==> config.mk <==
export PLATFORM = sky130hd
export DESIGN_NAME = vec3_length_arbiter
export DESIGN_NICKNAME = d
export VERILOG_FILES = /design/src/rtl/vec3_length_arbiter.sv
export SDC_FILE = /design/constraint.sdc
export NUM_CORES = 1
export LEC_CHECK = 0
export BUFFER_PORTS_ARGS = -buffer_cell sky130_fd_sc_hd__buf_2
export CORE_AREA = 2 2 221 223
export CTS_BUF_LIST = sky130_fd_sc_hd__clkbuf_4 sky130_fd_sc_hd__clkbuf_8
export DETAILED_ROUTE_END_ITERATION = 10
export DIE_AREA = 0 0 223 225
export PLACE_DENSITY_LB_ADDON = 0.08
export SLEW_MARGIN = 10
export SYNTH_ARGS = -nofsm -noshare
export SYNTH_HDL_FRONTEND = slang
export SYNTH_SLANG_ARGS = --single-unit
==> constraint.sdc <==
create_clock -name clk -period 6.5 [get_ports clk]
set_input_delay 1.3 -clock clk [delete_from_list [all_inputs] [get_ports clk]]
set_output_delay 1.3 -clock clk [all_outputs]
set_load 0.005 [all_outputs]
==> src/rtl/vec3_length_arbiter.sv <==
// vec3_length_arbiter: shares one pipelined, in-order, fixed-latency vec3 length unit
// among N_REQ lanes. Round-robin issue, one per cycle; each issue is tagged with its lane ID
// and the result is routed back through a credit-checked result FIFO, so the length unit
// (which has no backpressure) can never overrun a stalled consumer.
// Optional per-lane grant / stall statistics are enabled by defining VEC3_ARB_STATS_EN.
module vec3_length_arbiter #(
    parameter int unsigned DATA_WIDTH = 32,
    parameter int unsigned FRAC_BITS  = 24,
    parameter int unsigned N_REQ      = 4,
    parameter int unsigned RESP_DEPTH = 8
) (
    input  logic                          clk,
    input  logic                          rst,
    input  logic [N_REQ-1:0]              req_valid,
    output logic [N_REQ-1:0]              req_ready,
    input  logic [N_REQ*3*DATA_WIDTH-1:0] req_vec,
    output logic [N_REQ-1:0]              resp_valid,
    input  logic [N_REQ-1:0]              resp_ready,
    output logic [DATA_WIDTH-1:0]         resp_length,
    output logic [3*DATA_WIDTH-1:0]       len_vec,
    output logic                          len_valid_in,
    input  logic [DATA_WIDTH-1:0]         len_length,
    input  logic                          len_valid_out,
    output logic                          busy,
    output logic                          err_orphan
`ifdef VEC3_ARB_STATS_EN
    ,
    output logic [N_REQ*16-1:0]           stat_grants,
    output logic [15:0]                   stat_stall
`endif
);

    localparam int unsigned VecW = 3 * DATA_WIDTH;
    localparam int unsigned TagW = $clog2(N_REQ);
    localparam int unsigned PtrW = $clog2(RESP_DEPTH);
    localparam int unsigned CntW = $clog2(RESP_DEPTH + 1);
    localparam int unsigned ResW = TagW + DATA_WIDTH;
    localparam logic [CntW-1:0] FullCredits = CntW'(RESP_DEPTH);

    // Elaboration-time parameter sanity; FRAC_BITS is only meaningful below DATA_WIDTH.
    if (N_REQ < 2 || N_REQ > 8) begin : g_bad_nreq
        $error("N_REQ must be in 2..8");
    end
    if (RESP_DEPTH < 2 || (RESP_DEPTH & (RESP_DEPTH - 1)) != 0) begin : g_bad_depth
        $error("RESP_DEPTH must be a power of two >= 2");
    end
    if (FRAC_BITS >= DATA_WIDTH) begin : g_bad_frac
        $error("FRAC_BITS must be smaller than DATA_WIDTH");
    end

    // Arbitration and credit state
    logic [TagW-1:0]  rr_q, rr_d;
    logic [CntW-1:0]  credit_q, credit_d;
    logic [N_REQ-1:0] grant;
    logic [TagW-1:0]  grant_idx;
    logic             grant_found;
    logic [TagW:0]    cand;
    logic [TagW:0]    rr_nxt;
    logic             has_credit;
    logic             accept;
    logic [VecW-1:0]  issue_vec;

    // Issue register toward the length unit
    logic [VecW-1:0]  len_vec_q, len_vec_d;
    logic             len_valid_q, len_valid_d;

    // Tag FIFO: lane IDs of ops inside the length unit
    logic [TagW-1:0]  tag_mem [RESP_DEPTH];
    logic [PtrW-1:0]  tag_wr_q, tag_wr_d, tag_rd_q, tag_rd_d;
    logic [CntW-1:0]  tag_cnt_q, tag_cnt_d;
    logic             tag_pop;

    // Result FIFO: {tag, length} waiting for the owning lane
    logic [ResW-1:0]  res_mem [RESP_DEPTH];
    logic [PtrW-1:0]  res_wr_q, res_wr_d, res_rd_q, res_rd_d;
    logic [CntW-1:0]  res_cnt_q, res_cnt_d;
    logic             res_push, res_pop, res_nonempty;
    logic [ResW-1:0]  res_head;

    logic             err_q, err_d;

    // Round-robin search from rr_q upward with wrap-around
    always_comb begin
        grant       = '0;
        grant_idx   = '0;
        grant_found = 1'b0;
        cand        = '0;
        for (int i = 0; i < N_REQ; i++) begin
            cand = {1'b0, rr_q} + (TagW + 1)'(i);
            if (cand >= (TagW + 1)'(N_REQ)) begin
                cand = cand - (TagW + 1)'(N_REQ);
            end
            if (!grant_found && req_valid[cand[TagW-1:0]]) begin
                grant_found = 1'b1;
                grant_idx   = cand[TagW-1:0];
            end
        end
        grant[grant_idx] = grant_found;
    end

    // Handshake decode, operand select and response head decode
    always_comb begin
        has_credit = (credit_q != '0);
        req_ready  = (rst || !has_credit) ? '0 : grant;
        accept     = grant_found && has_credit && !rst;
        issue_vec  = '0;
        for (int i = 0; i < N_REQ; i++) begin
            if (grant[i]) begin
                issue_vec = req_vec[i*VecW +: VecW];
            end
        end
        tag_pop      = len_valid_out && (tag_cnt_q != '0);
        res_push     = tag_pop;
        res_nonempty = (res_cnt_q != '0);
        res_head     = res_mem[res_rd_q];
        resp_valid   = '0;
        if (res_nonempty) begin
            resp_valid[res_head[ResW-1:DATA_WIDTH]] = 1'b1;
        end
        // Zeroed when empty so an unwritten FIFO slot never reaches the lanes
        resp_length = res_nonempty ? res_head[DATA_WIDTH-1:0] : '0;
        res_pop     = |(resp_valid & resp_ready);
    end

    // Next-state: pointer, credits, issue register, FIFO pointers/counts, orphan flag
    always_comb begin
        rr_nxt = {1'b0, grant_idx} + (TagW + 1)'(1);
        if (rr_nxt == (TagW + 1)'(N_REQ)) begin
            rr_nxt = '0;
        end
        rr_d        = accept ? rr_nxt[TagW-1:0] : rr_q;
        len_valid_d = accept;
        len_vec_d   = accept ? issue_vec : len_vec_q;

        credit_d = credit_q;
        unique case ({accept, res_pop})
            2'b10:   credit_d = credit_q - CntW'(1);
            2'b01:   credit_d = credit_q + CntW'(1);
            default: credit_d = credit_q;
        endcase

        tag_wr_d  = accept  ? tag_wr_q + PtrW'(1) : tag_wr_q;
        tag_rd_d  = tag_pop ? tag_rd_q + PtrW'(1) : tag_rd_q;
        tag_cnt_d = tag_cnt_q;
        unique case ({accept, tag_pop})
            2'b10:   tag_cnt_d = tag_cnt_q + CntW'(1);
            2'b01:   tag_cnt_d = tag_cnt_q - CntW'(1);
            default: tag_cnt_d = tag_cnt_q;
        endcase

        res_wr_d  = res_push ? res_wr_q + PtrW'(1) : res_wr_q;
        res_rd_d  = res_pop  ? res_rd_q + PtrW'(1) : res_rd_q;
        res_cnt_d = res_cnt_q;
        unique case ({res_push, res_pop})
            2'b10:   res_cnt_d = res_cnt_q + CntW'(1);
            2'b01:   res_cnt_d = res_cnt_q - CntW'(1);
            default: res_cnt_d = res_cnt_q;
        endcase

        // A result with no tag outstanding is dropped and flagged until reset
        err_d = err_q | (len_valid_out && (tag_cnt_q == '0));
    end

    // Control state register with synchronous reset
    always_ff @(posedge clk) begin
        if (rst) begin
            rr_q        <= '0;
            credit_q    <= FullCredits;
            len_vec_q   <= '0;
            len_valid_q <= 1'b0;
            tag_wr_q    <= '0;
            tag_rd_q    <= '0;
            tag_cnt_q   <= '0;
            res_wr_q    <= '0;
            res_rd_q    <= '0;
            res_cnt_q   <= '0;
            err_q       <= 1'b0;
        end else begin
            rr_q        <= rr_d;
            credit_q    <= credit_d;
            len_vec_q   <= len_vec_d;
            len_valid_q <= len_valid_d;
            tag_wr_q    <= tag_wr_d;
            tag_rd_q    <= tag_rd_d;
            tag_cnt_q   <= tag_cnt_d;
            res_wr_q    <= res_wr_d;
            res_rd_q    <= res_rd_d;
            res_cnt_q   <= res_cnt_d;
            err_q       <= err_d;
        end
    end

    // FIFO storage; contents are don't-care while the matching count is zero
    always_ff @(posedge clk) begin
        if (accept) begin
            tag_mem[tag_wr_q] <= grant_idx;
        end
        if (res_push) begin
            res_mem[res_wr_q] <= {tag_mem[tag_rd_q], len_length};
        end
    end

    // Registered-state outputs
    always_comb begin
        len_vec      = len_vec_q;
        len_valid_in = len_valid_q;
        busy         = (credit_q != FullCredits);
        err_orphan   = err_q;
    end

`ifdef VEC3_ARB_STATS_EN
    logic [15:0] grant_cnt_q [N_REQ];
    logic [15:0] stall_cnt_q;
    logic        stall;

    // Saturating per-lane grant counters and credit-stall counter
    always_ff @(posedge clk) begin
        if (rst) begin
            for (int i = 0; i < N_REQ; i++) begin
                grant_cnt_q[i] <= '0;
            end
            stall_cnt_q <= '0;
        end else begin
            for (int i = 0; i < N_REQ; i++) begin
                if (accept && grant_idx == TagW'(i) && grant_cnt_q[i] != 16'hFFFF) begin
                    grant_cnt_q[i] <= grant_cnt_q[i] + 16'd1;
                end
            end
            if (stall && stall_cnt_q != 16'hFFFF) begin
                stall_cnt_q <= stall_cnt_q + 16'd1;
            end
        end
    end

    // Flatten counters onto the stat ports
    always_comb begin
        stall       = (|req_valid) && !has_credit;
        stat_grants = '0;
        for (int i = 0; i < N_REQ; i++) begin
            stat_grants[i*16 +: 16] = grant_cnt_q[i];
        end
        stat_stall = stall_cnt_q;
    end
`endif

endmodule

==> results of run 1 <==
## cells in the final DEF, fill, tap and decap left out, drive strengths merged, types with 2 or more instances in the layout
master	count
dfxtp	130
nand3	100
o21ai	105
nand2	24
o21a	2
xor2	10
mux2i	42
or4	3
inv	13
nor2	83
a211oi	25
mux4	70
nand2b	4
xnor2	5
a221oi	71
nor4bb	4
o22ai	3
a21oi	112
clkbuf	112
edfxtp	288
and2	5
or3	6
diode	18
nor3	79
mux2	7
clkinv	20
nor4	4
nor2b	147
a32oi	25
o22a	2
ha	17
buf	591
nor3b	2
## per-stage QoR
stage	power, uW	worst slack (ns)	hold WS (ns)	cells
4_1_cts	9830	1.80	0.458	2735
3_5_place_dp	7340	1.46	0.450	2600
2_1_floorplan	5890	1.19	0.454	1532
5_1_grt	10300	1.68	0.474	2744
3_3_place_gp	7310	1.47	0.442	2600
6_report	9730	1.84	0.457	2753
## final timing paths
check                      end          from  slack, ns
hold / removal     len_vec[20]   len_vec[20]       0.46
setup reg to reg   len_vec[16]       rr_q[1]       2.36
setup / recovery  req_ready[2]  req_valid[1]       1.84
hold reg to reg    len_vec[20]   len_vec[20]       0.46
## cell families after synthesis
family | after synthesis | synth area share [%]
AO/OA/AOI/OAI | 350 | 11.6
XOR/XNOR | 15 | 0.691
adder cells (fa/ha/maj) | 18 | 1.22
buffers and inverters | 149 | 3.56
flip-flops | 418 | 59.2
multiplexers | 119 | 10.9
AND/OR/NAND/NOR | 463 | 12.8
## worst register-to-register path: stages, from the launching register on
cell                       delay, ns
sky130_fd_sc_hd__dfxtp_1        0.46
sky130_fd_sc_hd__nand2_1        0.09
sky130_fd_sc_hd__nand2_1        0.08
sky130_fd_sc_hd__a21oi_1        0.06
sky130_fd_sc_hd__o22a_1         0.41
sky130_fd_sc_hd__inv_1          0.22
sky130_fd_sc_hd__ha_2           0.20
sky130_fd_sc_hd__buf_4          0.40
sky130_fd_sc_hd__nor2b_2        1.18
sky130_fd_sc_hd__a32oi_1        0.24
sky130_fd_sc_hd__a211oi_1       0.49
sky130_fd_sc_hd__a21oi_1        0.10
sky130_fd_sc_hd__o21ai_1        0.15
## cells in the mapped netlist (9+ instances only)
cell type                  count
sky130_fd_sc_hd__edfxtp_1    288
sky130_fd_sc_hd__a32oi_1      25
sky130_fd_sc_hd__a221oi_1     71
sky130_fd_sc_hd__mux4_2       70
sky130_fd_sc_hd__a21oi_1     112
sky130_fd_sc_hd__mux2i_1      42
sky130_fd_sc_hd__clkbuf_1     97
sky130_fd_sc_hd__buf_2        17
sky130_fd_sc_hd__o21ai_1      50
sky130_fd_sc_hd__nor2_1       83
sky130_fd_sc_hd__ha_1         17
sky130_fd_sc_hd__xor2_1       10
sky130_fd_sc_hd__nand3_1     100
sky130_fd_sc_hd__a211oi_1     25
sky130_fd_sc_hd__nand2_1      24
sky130_fd_sc_hd__dfxtp_1     130
sky130_fd_sc_hd__buf_6        11
sky130_fd_sc_hd__nor3_1       79
sky130_fd_sc_hd__o21ai_0      55
sky130_fd_sc_hd__inv_1         9
sky130_fd_sc_hd__nor2b_1     147
## power by group
part           internal (uW)  switching, uW
Sequential              3340            354
Clock                   1370           1080
Combinational           1510           2060
Total                   6230           3500
## per-layer routing
layer	vias up	wire length (um)	global-route usage, %
met5	-	27	0
met4	4	2010	8.81
met3	138	4620	5.36
met2	629	34300	45.4
met1	7452	29800	36.6
li1	6969	-	-
## sequential cells by signal, summed over array words and instances, names as in the netlist, named ones only
register      flops
res_mem         272
len_vec          96
tag_mem          16
credit_q          4
res_cnt_q         4
tag_cnt_q         4
res_rd_q          3
res_wr_q          3
tag_rd_q          3
tag_wr_q          3
rr_q              2
err_orphan        1
len_valid_in      1
## area by class of cell
cell class | count | area, um^2
diodes | 18 | 45.0
clock buffers | 112 | 1350
clock inverters | 23 | 160
fillers | 4379 | 23700
inverters | 11 | 48.8
multi-input cells | 965 | 7190
flip-flops and latches | 418 | 11300
well taps | 615 | 769
repair buffers | 591 | 3020
==> impl_summary.md, run 1 <==
Finish
The share of post-route cells with drive strength above 1 is 38.3%. The final layout contains 2507 nets. The finished cells cover 0.0238 mm^2.

The growth of design area from synthesis to finish is 25.4%. Measured on the finished design, the core utilization comes to 50.1%.

Worst setup path
Walking the worst path, the cells encountered are buf_2, inv_1, nand2_1, a21oi_1, o22a_1, ha_4, and2_1, buf_2. The cell type group with the largest total delay on the critical path is adder cells. The slowest stage cell on the critical path is sky130_fd_sc_hd__ha_4. The largest single stage delay on the critical path is 0.75 ns. Together, buffers and inverters on the worst path number 3. The critical path data required time is 5.20 ns. The number of logic stages on the critical path including buffering is 8. In this run the worst path has a maximum fanout of 75. The worst setup path is launched from an input pin. The worst register-to-register path has a depth of 12. STA puts the critical path data arrival time at 3.36 ns.

The class of the most critical setup path is in -> out. By instance count, the cell type seen most on the critical path is sky130_fd_sc_hd__buf_2. STA classifies the critical path endpoint as a primary output.

Logic synthesis
After technology mapping, the gate count stands at 1532. The post-synthesis cell area is 0.0190 mm^2. The count of flip-flops with a built-in enable after synthesis is 288. The share of synthesized area in the top cell type comes to 45.5%. By area the synthesized netlist is led by sky130_fd_sc_hd__edfxtp_1 45%, sky130_fd_sc_hd__dfxtp_1 14%, sky130_fd_sc_hd__mux4_2 8.3%. The fraction of the yosys area taken by sequential cells is 59.2%. The netlist uses 47 different library cells.

Synthesis produced a netlist with a net count of 1977. The count of state elements after synthesis is 418. After synthesis, the mean cell area works out to 12.4 um^2. The biggest area consumer among synthesized cells is sky130_fd_sc_hd__edfxtp_1. Yosys printed 0 warnings. For this run, asynchronously set or reset flops after synthesis account for 0%. Among all flip-flop cells after synthesis, the most frequent one is sky130_fd_sc_hd__edfxtp_1.

STA
The upper clock frequency limit is 214 MHz. The transition at the pin with the smallest max-transition slack is 1.37 ns. The worst path in the final design needs a cycle of 4.66 ns, including I/O delays and setup. The final sum of negative setup slack is 0 ns. The final count of hold timing violations is 0. Measured against its own limit, the worst slew margin works out to 8.53%. Setup violations remaining at the end of the flow were counted as 0. The setup clock skew after layout is 0.0231 ns. The number of pins exceeding their max-slew limit in the final report was 0.

Setup repair after global routing left no endpoint under its margin. The post-route fraction of the period consumed by the critical path is 71.7%.

Worst hold path
The path class of the lowest-slack min-delay path is reg -> reg. The worst hold path was traced through 2 stages.

Power
The worst vdd rail ir drop is 227 uV. Power spread over the standard cell area amounts to 408 mW/mm^2. The analysis attributes to cell leakage a power of 0.00904 uW.

Clock tree
In this run the post-CTS setup repair buffer count came out at 0. Buffers inserted to repair hold after CTS numbered 0. In this run, CTS created clock tree buffers numbering 75. The clock tree synthesis step divided the H-tree into 3 levels.

The CTS tree is built. The clock-pin slew of the registers on the worst-case setup and hold paths is 0.07 ns. The maximum clock path buffer count is 3. The later-pin clock latency in the skew report is 0.62 ns. The library cell used as clock root buffer is sky130_fd_sc_hd__clkbuf_8. The number of gates resized after CTS was 0. The number of clock sinks is 418.

Floorplanning
The overall die area is 0.0502 mm^2. The die is 223 um wide. The floorplan has 80 rows. The placeable core area is 0.0475 mm^2. The vertical extent of the die is 225 um. The I/O pin total is 566. The initial standard-cell utilization of the core is 40.0%.

Global route
The maximum number of pins on one net before global-route repair is 113. The via count of the first global-routing pass is 14800. Summed over all layers, the global routing overflow is 0. Global routing used 27.5% of the available tracks.

The initial antenna violation count came to 31. The wire length of the first global-routing pass is 100000 um.

Flow run
The number of max-cap violations is 0.

Route
The number of violations reported at the end of detailed-routing iteration 0 is 1104. The residual DRC count is 0. In this run the remaining antenna-violating nets after routing total 0. The routed layout has 15200 vias. The first TritonRoute pass finished after 5 iterations.

The final wirelength is 70800 um. The final routed wire length divided by cell count is 25.7 um. Using the TritonRoute via totals, the vias-per-cell ratio works out to 5.52.

Place
The HPWL after detailed placement is 50700 um. The count of port buffers added during placement is 565. Summing all placed instances gives a cell area of 0.0223 mm^2. At the end of routability-driven placement, the weighted congestion stood at 0.957.

Run status
The run finished with clean final reports.
Power figures use the tool's default switching activity.
==> run 2: changes to the inputs <==
--- a/config.mk
+++ b/config.mk
@@ -5,11 +5,13 @@
 export SDC_FILE = /design/constraint.sdc
 export NUM_CORES = 1
 export LEC_CHECK = 0
+export ABC_AREA = 1
 export BUFFER_PORTS_ARGS = -buffer_cell sky130_fd_sc_hd__buf_2
-export CORE_AREA = 2 2 221 223
+export CORE_ASPECT_RATIO = 0.6
+export CORE_MARGIN = 2
+export CORE_UTILIZATION = 50
 export CTS_BUF_LIST = sky130_fd_sc_hd__clkbuf_4 sky130_fd_sc_hd__clkbuf_8
 export DETAILED_ROUTE_END_ITERATION = 10
-export DIE_AREA = 0 0 223 225
 export PLACE_DENSITY_LB_ADDON = 0.08
 export SLEW_MARGIN = 10
 export SYNTH_ARGS = -nofsm -noshare
==> constraint.sdc (replaced) <==
create_clock -name clk -period 3.8 [get_ports clk]
set_input_delay 0.76 -clock clk [delete_from_list [all_inputs] [get_ports clk]]
set_output_delay 0.76 -clock clk [all_outputs]
set_load 0.005 [all_outputs]
==> run 2 against run 1 <==
Compared with the run above: via count increased by 34%; flip-flop and latch count did not move; non-clock buffer count rose by 33; highest routed layer unchanged.
==> impl_summary.md, run 2 <==
Run status
The flow ran to the end, and the final reports show no timing, DRC or antenna violations.

STA
Summed over all failing endpoints, the final setup total negative slack is 0 ns. Setup violations remaining at the end of the flow were counted as 0. Counting I/O delays and the setup requirement, the final critical path takes 3.55 ns.

The final count of hold timing violations is 0. At the pin with the least slew margin, the transition time is 0.761 ns. The upper clock frequency limit is 282 MHz.

The setup clock skew after layout is 0.0420 ns. The number of pins exceeding their max-slew limit in the final report is 0. The worst hold slack across all endpoints is 0.414 ns. The post-route fraction of the period consumed by the critical path is 93.4%.

The worst-case headroom to the max-slew limit is 49.2%.

Finish
The commonest non-fill, non-tap cell in the layout is sky130_fd_sc_hd__buf_2. At the end of the flow, the number of nets in the layout was 3449. The growth of design area from synthesis to finish is 22.8%. The register bank with the most flops is res_mem.

In the layout the commonest cells are 565 x sky130_fd_sc_hd__buf_2, 452 x sky130_fd_sc_hd__nand3_1, 442 x sky130_fd_sc_hd__nand2_1. The finished layout holds 3649 standard cells, fillers aside. Cells with a size suffix above 1 make up 26.8% of the layout. The flip-flop count of the largest register after layout is 272. Cells fill 62.9% of the core in the end.

Clock tree
No sink is reached through more buffers than the 3 on the longest clock path. Clock-pin slew was measured on the worst setup and hold paths at 0.06 ns. The library cell used as clock root buffer is sky130_fd_sc_hd__clkbuf_8. The H-tree was split into 3 levels. The number of hold buffers added after CTS is 0.

TritonCTS created 66 clock buffers. The CTS tree is built. Counting every sink on the clock net gives 418.

At the later pin of the worst-skew pair, clock insertion delay measures 0.61 ns.

Route
The final routed wire length divided by cell count is 20.9 um. In this run, the number of DRC markers left after iteration 0 of detailed routing was 2095. The first detailed-routing pass took 5 iterations. The mean number of vias per cell is 5.57. The remaining antenna violation count after routing is 0.

The residual DRC count is 0. The final route contains 20300 vias. The final wirelength is 76300 um.

Logic synthesis
The cell count after synthesis came out at 2496. The Yosys step of the flow raised 0 warnings. The count of state elements after synthesis is 418. The average size of a mapped cell is 8.36 um^2. By count the netlist is led by 452 x sky130_fd_sc_hd__nand3_1, 443 x sky130_fd_sc_hd__nand2_1, 334 x sky130_fd_sc_hd__nor2_1.

The most instantiated flip-flop cell in the synthesis netlist is sky130_fd_sc_hd__edfxtp_1. The post-synthesis cell area is 0.0209 mm^2. After synthesis, the largest area contributor takes up 41.4% of total cell area.

The synthesized net count is 2941. Of all cell types, the one taking the most synthesized area is sky130_fd_sc_hd__edfxtp_1. By area the synthesized netlist is led by sky130_fd_sc_hd__edfxtp_1 41%, sky130_fd_sc_hd__dfxtp_1 12%, sky130_fd_sc_hd__nand3_1 11%. The count of flip-flops with a built-in enable after synthesis is 288. The fraction of the yosys area taken by sequential cells is 53.9%.

Counting flops with an async set or reset pin after synthesis yields a share of 0%. Counting distinct cell types in the post-synthesis netlist gives 38. The cell with the most instances after synthesis is sky130_fd_sc_hd__nand3_1.

Worst setup path
At the worst endpoint, the required time is 3.04 ns. The largest individual stage delay along the critical path comes from the cell sky130_fd_sc_hd__buf_4. The worst setup path is launched from a register. The critical path endpoint category is a primary output. The cell type group with the largest total delay on the critical path is buffers and inverters. The maximum fanout along the worst path is 41.

The arrival time at the worst endpoint is 2.79 ns. The worst setup path is of the reg -> out kind. The buffering stage count on the worst path with inverters included is 3.

On the worst path, the slowest cell contributes a delay of 0.52 ns. Traced cell by cell, the critical path runs through buf_4, buf_4, o21ai_0, o22ai_1, o21ai_0, a31oi_1, buf_2.

Global route
The total congestion overflow after global routing is 0. The wire length of the first global-routing pass is 112000 um. The via count of the first global-routing pass was 18900. Across every metal layer, demand over resource in global routing totals 34.1%. The initial antenna violation count is 52. The maximum number of pins on one net before global-route repair is 122.

Power
The internal power of the cells is 13000 uW. In this run the power spent charging and discharging nets is 11700 uW. The design draws 24700 uW. The share of total power consumed by net switching is 47.4%. The sequential share of power is 25.2%.

The total power density per cell area is 962 mW/mm^2. The share of power burned in combinational logic is 59.2%. The analysis attributes to cell leakage a power of 0.0116 uW. The clock network accounts for 15.6% of the total power. The worst-case IR drop observed on VDD is 1170 uV.

Floorplanning
The overall die area is 0.0435 mm^2. The horizontal die dimension is 268 um. The vertical extent of the die is 162 um. The site row count is 57. The I/O pin total is 566. The placeable core area is 0.0408 mm^2. Once the floorplan was initialized, standard cells occupied 51.2% of the core.

Place
The post-detailed-placement half-perimeter wirelength is 52900 um. The count of port buffers added during placement is 565. The final RePlAce weighted congestion is 1.01. In this run, placement finished with an instance count of 3493.

Flow run
Across the run, the number of max-cap violations was 0.

Worst hold path
The worst hold path belongs to the class in -> reg.
-- run 2: cell types whose count changed after synthesis, moves of 71 or more --
cell,before,now
sky130_fd_sc_hd__nand2_1,24,443
sky130_fd_sc_hd__nand3_1,100,452
sky130_fd_sc_hd__nor2_1,83,334
sky130_fd_sc_hd__nor2b_1,147,0
sky130_fd_sc_hd__inv_1,9,145
sky130_fd_sc_hd__o21ai_0,55,188
sky130_fd_sc_hd__nor3_1,79,1
sky130_fd_sc_hd__a221oi_1,71,0
-- run 2: cell families after synthesis --
logic type	synth area share (%)
AND/OR/NAND/NOR	29.1
AO/OA/AOI/OAI	8.52
buffers and inverters	7.03
XOR/XNOR	0.378
flip-flops	53.9
adder cells (fa/ha/maj)	1.11
-- run 2: metrics by stage --
stage / setup slack (ns) / area [um^2]
after floorplan: 0.133 / 20900
after global placement: 0.153 / 24200
after detailed placement: 0.0709 / 24200
after CTS: 0.0560 / 25500
after global routing: -0.0229 / 25600
final: 0.250 / 25600
-- run 2: per-layer routing --
| layer | global-route usage [%] | up-vias | share of wire, % |
|---|---|---|---|
| met5 | 0 | - | 0.13 |
| met1 | 44.4 | 9623 | 41 |
| li1 | - | 9468 | - |
| met3 | 8.70 | 211 | 8.9 |
| met4 | 15.0 | 14 | 3.9 |
| met2 | 54.1 | 1025 | 46 |
-- run 2: what timing repair did --
action | CTS | global route
resized for setup | 3 | 4
pin swaps | 1 | 0
setup buffers | 1 | 2
endpoints found under the setup margin | 3 | 6
-- run 2: power by group through the flow --
stage	Combinational [uW]	Sequential [uW]	Clock [uW]
global route	16200	6290	4080
floorplan	9920	6240	0
CTS	14400	6210	3900
global placement	14100	6270	0
finish	14600	6220	3850
detailed placement	14300	6290	0
-- run 2: area by class of cell --
cell class                 instances  area, um^2
tap                              560         701
fill                            3651       15200
antenna                           38        95.1
timing repair buffer             624        3400
clock inverter                    17         123
multi-input combinational       1726        8270
inverter                         168         638
sequential                       418       11300
clock buffer                      98        1150
-- run 2: final timing paths --
kind	startpoint	to	slack [ns]	cells past startpoint
worst max register to register	register	credit_q[3]	0.39	19
worst min-delay path	len_length[5]	res_mem[2][5]	0.41	1
worst max-delay path	register	resp_length[7]	0.25	7
worst min register to register	err_orphan	err_orphan	0.44	2
==> run 3: changes to the inputs <==
==> constraint.sdc (replaced) <==
create_clock -name clk -period 2.8 [get_ports clk]
set_input_delay 0.56 -clock clk [delete_from_list [all_inputs] [get_ports clk]]
set_output_delay 0.56 -clock clk [all_outputs]
set_load 0.005 [all_outputs]
==> run 3 against run 2 <==
Compared with the run above: the run now ends with negative setup slack left; global-route usage grew 1.5 points; non-clock buffer count grew 147; setup slack got worse by 0.60 ns; clock skew down 0.0043 ns; critical path depth is 8 higher; sequential power is 36% higher; routed wire length rose by 8.5%; via count grew 5.2%; hold slack got worse by 0.20 ns; largest cell class unchanged.
==> impl_summary.md, run 3 (same netlist as run 2, synthesis figures left out) <==
Run status
The run finished, with violations left. The checks that failed: negative setup slack.

Finish
The post-route netlist has 35.0% of its cells at a drive strength greater than 1. The register with the most flip-flops in the layout has 272 of them. The growth of design area from synthesis to finish is 37.2%. The multi-input combinational cell area is 0.00904 mm^2. The library cell used most frequently in the layout, excluding fill and tap cells, is sky130_fd_sc_hd__buf_2. The number of nets in the finished design is 3596. The register bank with the most flops is res_mem. The top cell types in the final layout, fill and taps aside, are 563 x sky130_fd_sc_hd__buf_2, 428 x sky130_fd_sc_hd__nand2_1, 394 x sky130_fd_sc_hd__nand3_1. Counting the fill cells in the layout gives 3284. In the final layout, flip-flops and latches occupy 0.0113 mm^2. The share of the core filled with cells is 70.2%.

Power
In this run the static leakage power is 0.0129 uW. The worst-case IR drop observed on VDD is 1100 uV. In this run the power density over the cells is 1420 mW/mm^2. The sum of internal, switching and leakage power is 40800 uW.

Floorplanning
The overall die area is 0.0435 mm^2. Once the floorplan was initialized, standard cells occupied 51.2% of the core. The core region is 0.0408 mm^2. The horizontal die dimension is 268 um. The I/O pin total is 566. The vertical extent of the die is 162 um. After floorplanning, the core was divided into 57 placement rows.

Worst setup path
The worst setup path is captured at a primary output. The critical path is of the reg -> out type. Data on the critical path arrives at its endpoint at 2.59 ns. The register-to-register setup slack is -0.09 ns.

The critical path data required time is 2.24 ns. STA classifies the critical path startpoint as a register. The maximum fanout along the worst path is 7.

STA
In this run the tightest slew margin relative to its limit is 48.4%. The shortest period the worst path allows is 3.15 ns. Adding up every negative setup slack in the final design gives -3.00 ns. The final setup violation count is 55. The transition at the pin with the smallest max-transition slack is 0.770 ns.

The upper clock frequency limit is 317 MHz. The final count of hold timing violations came to 0. The post-route fraction of the period consumed by the critical path is 113%.

Setup repair after global routing could not meet its margin everywhere. The number of pins exceeding their max-slew limit in the final report was 0. The final worst-path setup slack is -0.355 ns. The setup clock skew after layout is 0.0378 ns.

Route
The final route contains 21400 vias. The number of iterations in the first detailed-routing pass is 6. The mean number of vias per cell is 5.65. The detailed router finished its first iteration with 2340 violations. Dividing the detail-routed wire length by the instance count gives 21.8 um. The remaining antenna violation count after routing is 0. In the routed design, unresolved DRC markers number 0. The highest routing layer actually used is met5. The sum of met2 wire segment lengths after detailed routing is 37500 um.

The final wirelength is 82800 um. The met1 wire length is 32900 um. The length of routed met3 wiring is 8820 um.

Global route
The total congestion overflow after global routing is 0. The first global-routing pass estimated 116000 um of wire. The via count of the first global-routing pass came to 20000. The initial antenna violation count came to 40. The maximum number of pins on one net before global-route repair is 79. Global routing consumed, over all layers together, 35.6% of the routing resources.

Clock tree
TritonCTS built the clock tree. The number of hold buffers added after CTS is 0. CTS built an H-tree with a depth of 3.

The cell sitting at the root of the clock tree is a sky130_fd_sc_hd__clkbuf_8. The later-pin clock latency in the skew report is 0.62 ns. Clock tree synthesis found a total of 418 sinks.

The clock-pin slew of the registers on the worst-case setup and hold paths is 0.08 ns. The clock buffer count from CTS is 66. Counting along the longest clock path gives a buffer depth of 3.

Flow run
The tool flagged a number of max-cap violations equal to 0.

Place
The congestion estimate from routability-driven global placement came to 1.02. The post-detailed-placement half-perimeter wirelength is 53100 um. The setup slack at placement is -0.187 ns. The count of port buffers added during placement is 565.

Worst hold path
The path class of the lowest-slack min-delay path is in -> reg.
run 3: power breakdown:
part | switching (uW) | internal (uW)
sequential | 560 | 7900
clock | 2540 | 2890
combinational | 15200 | 11700
total | 18300 | 22500
run 3: metal layers:
metal / vias to the layer above / GRT usage, %
met5: - / 0
met4: 14 / 18.9
met3: 225 / 9.69
met2: 1276 / 54.3
met1: 10100 / 46.6
li1: 9779 / -
run 3: layout make-up:
class	instances	share of cell area, %
flip-flops and latches	418	39.3
multi-input cells	1726	31.5
repair buffers	771	19.5
clock buffers	90	3.91
well taps	560	2.45
inverters	168	2.30
clock inverters	25	0.721
diodes	33	0.288
run 3: final timing paths:
| path | depth (start not counted) | to | startpoint |
|---|---|---|---|
| setup / recovery | 15 | req_ready[0] | rr_q[0] |
| hold reg to reg | 2 | len_vec[11] | len_vec[11] |
| setup reg to reg | 23 | len_vec[47] | rr_q[0] |
| hold / removal | 1 | res_mem[3][1] | len_length[1] |
run 3: timing repair:
item                       CTS  global route
buffers inserted            21            27
pin swaps                   22           124
gates cloned                 8            19
setup endpoints to repair   97           137
hold endpoints to repair     0             0
gates resized for setup     73           274
run 3: per-stage QoR:
step | std cells | hold slack (ns) | cell area (um^2)
after global routing | 3787 | 0.191 | 28600
after floorplan | 2496 | 0.433 | 21000
after CTS | 3717 | 0.169 | 27100
final | 3791 | 0.214 | 28700
after global placement | 3573 | 0.442 | 25100
after detailed placement | 3573 | 0.460 | 25100
run 3: critical path, stage by stage, from the launching register on:
cell	delay, ns
sky130_fd_sc_hd__dfxtp_4	0.38
sky130_fd_sc_hd__buf_6	0.13
sky130_fd_sc_hd__nand2_2	0.04
sky130_fd_sc_hd__o21ai_1	0.05
sky130_fd_sc_hd__o21ai_1	0.18
sky130_fd_sc_hd__inv_1	0.09
sky130_fd_sc_hd__buf_4	0.13
sky130_fd_sc_hd__nand3_1	0.07
sky130_fd_sc_hd__nand4_1	0.12
sky130_fd_sc_hd__o21ai_1	0.11
sky130_fd_sc_hd__buf_4	0.18
sky130_fd_sc_hd__buf_6	0.11
sky130_fd_sc_hd__ha_4	0.16
sky130_fd_sc_hd__inv_2	0.04
sky130_fd_sc_hd__nor2_2	0.08
sky130_fd_sc_hd__buf_2	0.14
